===== config.mk =====
export PLATFORM = sky130hd
export DESIGN_NAME = minmax_sequencer
export DESIGN_NICKNAME = d
export VERILOG_FILES = /design/src/rtl/minmax_sequencer_pkg.sv /design/src/rtl/minmax_sequencer_cmp_unit.sv /design/src/rtl/minmax_sequencer.sv
export SDC_FILE = /design/constraint.sdc
export NUM_CORES = 1
export LEC_CHECK = 0
export BUFFER_PORTS_ARGS = -buffer_cell sky130_fd_sc_hd__clkbuf_2
export CAP_MARGIN = 10
export CORE_MARGIN = 2
export CORE_UTILIZATION = 51
export DETAILED_ROUTE_END_ITERATION = 10
export PLACE_DENSITY = 0.76
export SLEW_MARGIN = 20
export SYNTH_ARGS = -nofsm -noshare
export SYNTH_HDL_FRONTEND = slang
export SYNTH_HIERARCHICAL = 1
export SYNTH_SLANG_ARGS = --single-unit
export TNS_END_PERCENT = 1

===== constraint.sdc =====
create_clock -name clk -period 1.7 [get_ports clk]
set_input_delay 0.255 -clock clk [delete_from_list [all_inputs] [get_ports clk]]
set_output_delay 0.255 -clock clk [all_outputs]
set_load 0.005 [all_outputs]

===== src/rtl/minmax_sequencer_pkg.sv =====
// Shared definitions for the min/max burst sequencer: FSM state encoding and parameter defaults.
// Latency: n/a (types and constants only).
// Backpressure: n/a.
package minmax_sequencer_pkg;

  localparam int WIDTH_DEF = 4;
  localparam int CNT_W_DEF = 4;

  typedef enum logic [1:0] {
    IDLE = 2'd0,
    ACC  = 2'd1,
    DONE = 2'd2
  } state_t;

endpackage


===== src/rtl/minmax_sequencer_cmp_unit.sv =====
// Purely combinational unsigned compare of x against y, producing eq/gt/lt together.
// Latency: 0 cycles (combinational).
// Backpressure: none; no handshake.
// Ports: x, y operands; eq (x==y), gt (x>y), lt (x<y).
module cmp_unit #(
  parameter int WIDTH = 4
) (
  input  logic [WIDTH-1:0] x,
  input  logic [WIDTH-1:0] y,
  output logic             eq,
  output logic             gt,
  output logic             lt
);

  assign eq = (x == y);
  assign gt = (x > y);
  assign lt = (x < y);

endmodule


===== src/rtl/minmax_sequencer.sv =====
// Burst min/max/equality sequencer: accepts len samples and reports max (first index), min and count equal to sample 0.
// Latency: done pulses one cycle after the last transfer edge (empty batch: one cycle after start).
// Backpressure: in_ready is registered; high only in ACC, dropped right after the final transfer; in_valid gaps stall indefinitely.
// Ports: clk, rst_n (async active-low); start/len (batch request, sampled in IDLE); in_valid/in_data/in_ready (sample stream);
//        busy (ACC or DONE), done (1-cycle pulse); max_out, max_idx, min_out, eq_cnt (results, held until the next batch).
module minmax_sequencer
  import minmax_sequencer_pkg::*;
#(
  parameter int WIDTH = WIDTH_DEF,
  parameter int CNT_W = CNT_W_DEF
) (
  input  logic             clk,
  input  logic             rst_n,
  input  logic             start,
  input  logic [CNT_W-1:0] len,
  input  logic             in_valid,
  input  logic [WIDTH-1:0] in_data,
  output logic             in_ready,
  output logic             busy,
  output logic             done,
  output logic [WIDTH-1:0] max_out,
  output logic [CNT_W-1:0] max_idx,
  output logic [WIDTH-1:0] min_out,
  output logic [CNT_W-1:0] eq_cnt
);

  state_t           state, state_nxt;
  logic [CNT_W-1:0] len_q, len_nxt;
  logic [CNT_W-1:0] cnt_q, cnt_nxt;
  logic [WIDTH-1:0] ref_q, ref_nxt;
  logic [WIDTH-1:0] max_nxt, min_nxt;
  logic [CNT_W-1:0] idx_nxt, eq_nxt;
  logic             ready_nxt, busy_nxt, done_nxt;

  logic xfer;
  logic max_eq, max_gt, max_lt;
  logic min_eq, min_gt, min_lt;
  logic ref_eq, ref_gt, ref_lt;

  assign xfer = in_valid & in_ready;

  cmp_unit #(.WIDTH(WIDTH)) u_cmp_max (.x(in_data), .y(max_out), .eq(max_eq), .gt(max_gt), .lt(max_lt));
  cmp_unit #(.WIDTH(WIDTH)) u_cmp_min (.x(in_data), .y(min_out), .eq(min_eq), .gt(min_gt), .lt(min_lt));
  cmp_unit #(.WIDTH(WIDTH)) u_cmp_ref (.x(in_data), .y(ref_q),   .eq(ref_eq), .gt(ref_gt), .lt(ref_lt));

  // Only gt of the max compare, lt of the min compare and eq of the reference compare steer the datapath.
  logic unused_cmp;
  assign unused_cmp = ^{max_eq, max_lt, min_eq, min_gt, ref_gt, ref_lt};

  always_comb begin
    state_nxt = state;
    len_nxt   = len_q;
    cnt_nxt   = cnt_q;
    ref_nxt   = ref_q;
    max_nxt   = max_out;
    idx_nxt   = max_idx;
    min_nxt   = min_out;
    eq_nxt    = eq_cnt;
    ready_nxt = in_ready;
    busy_nxt  = busy;
    done_nxt  = 1'b0;

    case (state)
      IDLE: begin
        if (start) begin
          busy_nxt = 1'b1;
          if (len != '0) begin
            len_nxt   = len;
            cnt_nxt   = '0;
            ready_nxt = 1'b1;
            state_nxt = ACC;
          end else begin
            // Empty batch completes immediately with zeroed results.
            max_nxt   = '0;
            idx_nxt   = '0;
            min_nxt   = '0;
            eq_nxt    = '0;
            done_nxt  = 1'b1;
            state_nxt = DONE;
          end
        end
      end

      ACC: begin
        if (xfer) begin
          if (cnt_q == '0) begin
            // First sample seeds every tracker and becomes the equality reference.
            max_nxt = in_data;
            idx_nxt = '0;
            min_nxt = in_data;
            eq_nxt  = CNT_W'(1);
            ref_nxt = in_data;
          end else begin
            // Strict greater-than keeps the earliest index on a tie.
            if (max_gt) begin
              max_nxt = in_data;
              idx_nxt = cnt_q;
            end
            if (min_lt) min_nxt = in_data;
            if (ref_eq) eq_nxt = eq_cnt + CNT_W'(1);
          end
          cnt_nxt = cnt_q + CNT_W'(1);
          if (cnt_q == len_q - CNT_W'(1)) begin
            ready_nxt = 1'b0;
            done_nxt  = 1'b1;
            state_nxt = DONE;
          end
        end
      end

      DONE: begin
        busy_nxt  = 1'b0;
        state_nxt = IDLE;
      end

      default: begin
        ready_nxt = 1'b0;
        busy_nxt  = 1'b0;
        state_nxt = IDLE;
      end
    endcase
  end

  always_ff @(posedge clk or negedge rst_n) begin
    if (!rst_n) begin
      state    <= IDLE;
      len_q    <= '0;
      cnt_q    <= '0;
      ref_q    <= '0;
      max_out  <= '0;
      max_idx  <= '0;
      min_out  <= '0;
      eq_cnt   <= '0;
      in_ready <= 1'b0;
      busy     <= 1'b0;
      done     <= 1'b0;
    end else begin
      state    <= state_nxt;
      len_q    <= len_nxt;
      cnt_q    <= cnt_nxt;
      ref_q    <= ref_nxt;
      max_out  <= max_nxt;
      max_idx  <= idx_nxt;
      min_out  <= min_nxt;
      eq_cnt   <= eq_nxt;
      in_ready <= ready_nxt;
      busy     <= busy_nxt;
      done     <= done_nxt;
    end
  end

endmodule


Yosys cells after proc, flatten, opt, wreduce, memory -nomap -nowiden
Cells that the tools add are included.
{"block": "word_totals", "elab_cells": 83, "output_inout_bits": 19, "input_bits": 12, "reg_bits": 33}
{"block": "classes", "n_addsub": 3, "bitwise_logic": 3, "order_cmp": 2, "n_mux": 39, "eq_ne": 12, "reduce_logical": 13}
{"cell": "$mux W4", "count": 17}
{"cell": "$pmux W4 S2", "count": 5}
{"cell": "$reduce_and A5 Y1", "count": 4}
{"cell": "$ne A2 B2 Y1 const B", "count": 5}
{"cell": "$mux W1", "count": 9}
{"cell": "$ne A3 B3 Y1 const B", "count": 3}
{"cell": "$reduce_and A3 Y1", "count": 3}
{"cell": "$add A4 B1 Y4 const B", "count": 2}
{"cell": "$eq A4 B4 Y1", "count": 2}
{"cell": "$mux W2", "count": 4}
{"cell": "$gt A4 B4 Y1", "count": 1}
{"cell": "$logic_not A4 Y1", "count": 1}
{"cell": "$lt A4 B4 Y1", "count": 1}
{"cell": "$pmux W1 S2", "count": 2}
{"cell": "$pmux W2 S2", "count": 1}
{"cell": "$reduce_and A4 Y1", "count": 1}
{"cell": "$reduce_bool A4 Y1", "count": 1}
{"cell": "$sub A4 B1 Y4 const B", "count": 1}
{"cell": "$pmux W1 S3", "count": 1}
{"cell": "$eq A2 B1 Y1 const B", "count": 1}
{"cell": "$eq A2 B2 Y1 const B", "count": 1}
{"cell": "$logic_not A2 Y1", "count": 1}
{"cell": "$not A1 Y1", "count": 2}
{"cell": "$reduce_and A2 Y1", "count": 1}
{"cell": "other kinds (2)", "count": 2}

Depth between registers and ports, before layout
Gate-level depths: netlist (run 1).
{"block": "depth", "ltp_word": 5, "depth_mapped": 8, "ltp_nobuf": 8}

Cells and area by module
Netlist (run 1), hierarchy kept.
{"mod": "minmax_sequencer", "area_per_inst_um2": 1617.8, "seq_area_each_um2": 825.8, "cells_each": 148, "instances": 1}
{"mod": "cmp_unit", "area_per_inst_um2": 128.9, "seq_area_each_um2": 0.0, "cells_each": 16, "instances": 3}

Worst setup path after synthesis (run 1)
No wires, ideal clock.
{"block": "synth_path", "path_type": "flip-flop to flip-flop", "startpoint": "register max_out[1]", "endpoint": "register max_idx[2]", "synth_period_minus_slack_ns": 1.796, "n_path_buf": 0, "slack_ns": -0.096, "arrival_time_ns": 1.717, "setup_time_ns": 0.080, "stages_incl_launch_ff": 8, "t_required_ns": 1.620, "cell_sequence": "dfrtp_1 > inv_1 > ha_1 > nor2b_4 > o21bai_4 > a21oi_2 > o311ai_4 > mux2i_1"}
{"block": "synth_via", "elab_chain_len": 3}
{"item": "start: declaration", "line_no": "minmax_sequencer.sv:21", "source": "output logic [WIDTH-1:0] max_out,"}
{"item": "start signal: assignment", "line_no": "minmax_sequencer.sv:142", "source": "max_out <= max_nxt;"}
{"item": "$gt A4 B4 Y1", "line_no": "minmax_sequencer_cmp_unit.sv:16", "source": "assign gt = (x > y);"}
{"item": "via max_gt", "line_no": "minmax_sequencer.sv:36", "source": "logic max_eq, max_gt, max_lt;"}
{"item": "$ne A3 B3 Y1 (no source line)"}
{"item": "$reduce_and A5 Y1 (no source line)"}
{"item": "end signal: assignment", "line_no": "minmax_sequencer.sv:143", "source": "max_idx <= idx_nxt;"}
{"item": "end: declaration", "line_no": "minmax_sequencer.sv:22", "source": "output logic [CNT_W-1:0] max_idx,"}
The timed path passes the listed nets, and every way through them passes these cells.
A chain may end at the register's enable or synchronous reset.

Worst setup path in the final report (run 1)
{"block": "layout_path", "startpoint": "register max_out[3]", "endpoint": "register max_out[3]"}
{"block": "layout_via", "elab_chain_len": 3}
{"item": "$gt A4 B4 Y1", "line_no": "minmax_sequencer_cmp_unit.sv:16"}
{"item": "via max_gt", "line_no": "minmax_sequencer.sv:36"}
{"item": "$ne A3 B3 Y1 (no source line)"}
{"item": "$reduce_and A5 Y1 (no source line)"}
The timed path passes the listed nets, and every way through them passes these cells.

==> results of run 1 <==
state kept, by name, summed over array words and instances, names as in the netlist, 2 cells and up:
signal,cells
max_idx,4
state,2
min_out,4
len_q,4
eq_cnt,4
cnt_q,4
ref_q,4
max_out,4
metrics by stage:
stage	hold WS [ns]	setup WS [ns]	utilization (%)
2_1_floorplan	-0.0406	-0.0637	-
3_3_place_gp	0.302	-0.0296	64.6
3_5_place_dp	0.302	-0.112	64.6
4_1_cts	0.223	-0.0424	68.4
5_1_grt	0.254	-0.159	69.9
6_report	0.225	-0.100	69.9
cell usage in the layout, fill, tap and decap left out, drive strengths merged, types with 2 or more instances in the layout:
master    n
xor2      2
and2      2
xnor2     6
clkbuf   38
o21bai    3
mux2      7
o311ai    3
nor2b     2
ha       16
and3      2
nor2     12
nand4     2
a21oi     8
o21ai     5
inv      25
nand3     2
nand2    20
a2111oi   2
a32o      3
mux2i     6
nor3      6
dfrtp    33
buf      35
a22o      5
nor4      2
cell type report:
class                   instances  area [um^2]
clock buffers                   8         80.1
fillers                       287         1100
inverters                      25         93.8
multi-input cells             125         1070
flip-flops and latches         33          826
well taps                      48         60.1
repair buffers                 66          430
critical path: cells and delay by family, from the launching register on:
| family | cells | cell delay, ns |
|---|---|---|
| AOI/OAI and AO/OA | 3 | 0.59 |
| adders and majority gates | 1 | 0.25 |
| buffers and inverters | 2 | 0.24 |
| DFF | 1 | 0.40 |
| muxes | 1 | 0.23 |
worst max path at each step:
| stage | startpoint | cells after the start | slack (ns) | endpoint |
|---|---|---|---|---|
| 2_1_floorplan | max_out[1]$_DFFE_PN0P_ | 7 | -0.06 | max_idx[2]$_DFFE_PN0P_ |
| 3_3_place_gp | start | 5 | -0.03 | cnt_q[0]$_DFFE_PN0P_ |
| 3_5_place_dp | in_data[1] | 8 | -0.11 | max_out[3]$_DFFE_PN0P_ |
| 4_1_cts | max_out[1]$_DFFE_PN0P_ | 8 | -0.04 | max_out[3]$_DFFE_PN0P_ |
| 5_1_grt | max_out[3]$_DFFE_PN0P_ | 7 | -0.16 | max_out[3]$_DFFE_PN0P_ |
| 6_report | max_out[3]$_DFFE_PN0P_ | 7 | -0.10 | max_out[3]$_DFFE_PN0P_ |
layer usage:
layer	GRT usage [%]	vias up
li1	-	781
met1	27.7	750
met2	38.6	29
met3	4.79	8
met4	8.59	0
met5	0	-
where the power goes:
group          switching (mW)  internal (mW)
registers             0.00521          0.791
logic                  0.0730         0.0641
clock network           0.272          0.290
timing repair:
item                                    in CTS  in global routing
hold buffers                                 1                  0
gates resized for setup                      8                  7
pin swaps                                    3                  3
setup buffers                                1                  3
endpoints found under the setup margin      13                 13
hold endpoints to repair                    33                  0
==> run summary, run 1 <==
Initial antenna violation count: 0
Post-Syn Nets: 215
Hold Startpoint: len[1]
Status: finished with violations
CP startpoint kind: register
Average wire per standard cell: 14.0 um
Uppermost layer routed: met4
Worst setup margin: -0.100 ns
Slowest CP cell: dfrtp_1
Chip height: 65.5 um
Final worst path period need: 1.80 ns
First-pass GRT wire length: 7130 um
Die Area: 4290 um^2
Yosys Warn Count: 6
RSZ-0062 raised after global routing: true
Layout area overhead: 32.7%
Total power: 1.50 mW
GPL Wtd Cong: 0.839
Critical R2R Launch: max_out[3]$_DFFE_PN0P_
Critical path required time: 1.90 ns
Slew HR: 67.3%
R2R depth: 7
Placed cell area: 2360 um^2
Max cap viols: 0
Routed wl met3: 178 um
Setup Skew: 0.00226 ns
Clock root buffer: clkbuf_8
Layout cells sized above 1: 38.5%
Total negative slack: -0.255 ns
Avg Inst Size Synth: 10.3 um^2
CTS H-Tree Depth: 2
Failing checks: negative setup slack
Via-per-instance ratio: 5.14
PD cells: 584 nW/um^2
Row count: 22
Final non-filler cell total: 305
Setup violators final: 12
Cell Area, Synth: 1930 um^2
Total GRT Usage: 22.5%
Crit-path cells: inv_2, ha_4, a21oi_2, a21oi_4, o311ai_4, buf_6, mux2i_2
IO Count: 31
CTS Sinks: 33
DRC: 0
Crit path capture type: register
Slew Limit Fails: 0
Wl on met1: 1880 um
Critical-path maximum fanout: 4
Clock buffer depth: 2
CTS tree: built
Die X: 65.5 um
Leakage power: 1.34 nW
Initial Utilization: 52.7%
Placed insts: 292
Max VDD drop: 0.568 mV
Clock transition at the registers of the reported paths: 0.06 ns
Worst path max stage delay: 0.40 ns
GRT overflow: 0
Total core area: 3660 um^2
Arrival time at the worst endpoint: 2.00 ns
Final Hold Viols: 0
Met2 WL: 2150 um
TritonRoute pass-1 iters: 4
Largest net degree at the start of global routing: 34
Starting DRC count in detailed routing: 35
Period utilization: 106%
Clock latency on the worst-skew pair: 0.29 ns
Routed WL: 4270 um
Max Freq: 556 MHz
Post-DP HPWL: 3220 um
Gate Count Post-Synth: 187
Vias in the first global route: 1,561
Worst hold endpoint: len_q[1]$_DFFE_PN0P_
Via count: 1,568
Final ANT Viol Nets: 0
Worst-Margin Slew: 0.488 ns
Nets@finish: 284
Number of diodes: 0
Hold Crit Class: primary input to register
Reg2reg end: max_out[3]$_DFFE_PN0P_
Setup CP Type: register to register
TritonCTS Buffers: 5
Reg-to-reg slack, setup: -0.10 ns
Input/output buffers: 30
Post-route cell area: 2560 um^2
Hold path cells: 3
(Power assumes the default switching activity.)
==> inputs of run 2 (changes only) <==
Settings changed: SETUP_SLACK_MARGIN set to 0.2.
==> run summary, run 2 (synthesis gave the netlist of run 1 again) <==
Commonest cells after routing, fill and taps aside: dfrtp_1, buf_4, clkbuf_2, inv_1, nand2_1
Buf/Inv on CP: 2 (unchanged)
Worst setup margin: -0.0975 ns (+0.00256 ns)
TritonCTS Buffers: 5 (unchanged)
Layout area overhead: 35.3%
Chip height: 65.5 um (unchanged)
Switch share: 23.5% (+0.065 points)
Period utilization: 106% (-0.15 points)
Combinational group share of total power: 9.4% (+0.2 points)
RSZ-0062 raised after global routing: true
Hold Startpoint: len[1]
Reg-to-reg slack, setup: -0.1 ns (about the same)
Largest net degree at the start of global routing: 34 (unchanged)
Clock share of power: 37.5% (about the same)
Crit-path cells: inv_2, ha_4, a21oi_2, a21oi_4, o311ai_4, buf_6, mux2i_2
Total GRT Usage: 22.5% (unchanged)
Arrival time at the worst endpoint: 2.00 ns (about the same)
Vias in the first global route: 1,561 (unchanged)
Crit path capture type: register
Initial Utilization: 52.7% (unchanged)
Clock latency on the worst-skew pair: 0.29 ns (about the same)
Critical R2R Launch: max_out[3]$_DFFE_PN0P_
Total core area: 3660 um^2 (unchanged)
Via-per-instance ratio: 5.12 (-0.32%)
TritonRoute pass-1 iters: 4 (unchanged)
Worst path max stage delay: 0.40 ns (about the same)
GPL Wtd Cong: 0.839 (unchanged)
Slew Limit Fails: 0 (unchanged)
Clock root buffer: clkbuf_8
Nets@finish: 284 (unchanged)
Failing checks: negative setup slack
CTS tree: built
Input/output buffers: 30 (unchanged)
Die Area: 4290 um^2 (unchanged)
CTS Sinks: 33 (unchanged)
Post-route cell area: 2610 um^2 (+2.0%)
Final worst path period need: 1.80 ns (-0.00256 ns)
Die X: 65.5 um (unchanged)
Row count: 22 (unchanged)
Slowest CP cell: dfrtp_1
Critical path required time: 1.90 ns (about the same)
PD cells: 574 nW/um^2 (-1.7%)
Max cap viols: 0 (unchanged)
Total negative slack: -0.237 ns (+0.0184 ns)
Via count: 1,563 (-0.32%)
Slew HR: 67.1% (-0.23 points)
Total power: 1.50 mW (+0.21%)
Reg2reg end: max_out[3]$_DFFE_PN0P_
Placed cell area: 2360 um^2 (unchanged)
Sequential power share: 53.1% (-0.2 points)
Final ANT Viol Nets: 0 (unchanged)
CP startpoint kind: register
Clock transition at the registers of the reported paths: 0.06 ns (about the same)
# fillers: 276 (-3.8%)
Routed WL: 4300 um (+0.59%)
Critical-path maximum fanout: 4 (unchanged)
Clock buffer depth: 2 (unchanged)
Hold Crit Class: primary input to register
Hold path cells: 3 (unchanged)
Sw Pwr: 352 uW (+0.49%)
Setup Skew: 0.00349 ns (+0.00122 ns)
Delay-heaviest family, CP: compound AO/OA/AOI/OAI gates
Leakage power: 1.36 nW (+1.1%)
CTS H-Tree Depth: 2 (unchanged)
Max Freq: 556 MHz (+0.14%)
Average wire per standard cell: 14.1 um (+0.59%)
Setup CP Type: register to register
Layout cells sized above 1: 40.5% (+1.9 points)
Status: finished with violations
First-pass GRT wire length: 7130 um (unchanged)
Worst-Margin Slew: 0.491 ns (+0.00348 ns)
Critical Path Stages: 7 (unchanged)
Initial antenna violation count: 0 (unchanged)
Setup WS pre-CTS: -0.112 ns (unchanged)
Setup violators final: 12 (unchanged)
R2R depth: 7 (unchanged)
IO Count: 31 (unchanged)
DRC: 0 (unchanged)
Max VDD drop: 0.571 mV (+0.46%)
Final Hold Viols: 0 (unchanged)
Worst hold endpoint: len_q[1]$_DFFE_PN0P_
GRT overflow: 0 (unchanged)
Int Pwr: 1.15 mW (+0.13%)
Number of diodes: 0 (unchanged)
Post-DP HPWL: 3220 um (unchanged)
Starting DRC count in detailed routing: 41 (+17%)
## run 2: cell counts in the layout (fill, tap and decap cells not counted)
No cell type changed its count.
## run 2: layout make-up
class / instances / area [um^2] / share of cell area (%)
tap: 48 / 60.1 / 2.30
sequential: 33 / 827 / 31.7
multi-input combinational: 125 / 1110 / 42.7
timing repair buffer: 66 / 434 / 16.6
inverter: 25 / 93.8 / 3.60
clock buffer: 8 / 80.1 / 3.07
## run 2: power groups by stage
stage / clock (mW) / sequential, mW / combinational, mW
floorplan: 0 / 0.810 / 0.0565
global placement: 0 / 0.810 / 0.121
detailed placement: 0 / 0.811 / 0.125
CTS: 0.575 / 0.796 / 0.134
global route: 0.612 / 0.797 / 0.157
finish: 0.562 / 0.796 / 0.141
## run 2: timing repair
item,4_1_cts,5_1_grt
hold buffers,1,0
buffers inserted,1,3
resized for setup,10,17
endpoints found under the setup margin,28,26
hold endpoints to repair,33,0
pin swaps,3,12
## run 2: worst max path at each step
| stage | start | endpoint | slack [ns] |
|---|---|---|---|
| 4_1_cts | max_out[1]$_DFFE_PN0P_ | max_out[3]$_DFFE_PN0P_ | -0.04 |
| 5_1_grt | max_out[3]$_DFFE_PN0P_ | max_out[3]$_DFFE_PN0P_ | -0.16 |
| 3_5_place_dp | in_data[1] | max_out[3]$_DFFE_PN0P_ | -0.11 |
| 2_1_floorplan | max_out[1]$_DFFE_PN0P_ | max_idx[2]$_DFFE_PN0P_ | -0.06 |
| 3_3_place_gp | start | cnt_q[0]$_DFFE_PN0P_ | -0.03 |
| 6_report | max_out[3]$_DFFE_PN0P_ | max_out[3]$_DFFE_PN0P_ | -0.1 |
## run 2: per-stage QoR
| step | std cells | utilization (%) | hold slack [ns] |
|---|---|---|---|
| floorplan | 187 | - | -0.0406 |
| global placement | 292 | 64.6 | 0.302 |
| detailed placement | 292 | 64.6 | 0.302 |
| CTS | 302 | 68.6 | 0.223 |
| global route | 305 | 71.3 | 0.254 |
| finish | 305 | 71.3 | 0.225 |
## run 2: per-layer routing
| metal | routed length [um] | up-vias | global-route usage (%) | share of wire (%) |
|---|---|---|---|---|
| met4 | 64 | 0 | 8.59 | 1.5 |
| li1 | - | 784 | - | - |
| met1 | 1940 | 744 | 27.7 | 45 |
| met3 | 159 | 6 | 4.79 | 3.7 |
| met2 | 2140 | 29 | 38.6 | 50 |
| met5 | 0 | - | 0 | 0 |
## run 2: worst reg2reg max path: stages (launching register included)
cell and delay, ns:
dfrtp_1 0.40, inv_2 0.07, ha_4 0.25, a21oi_2 0.19, a21oi_4 0.09, o311ai_4 0.30
buf_6 0.17, mux2i_2 0.23
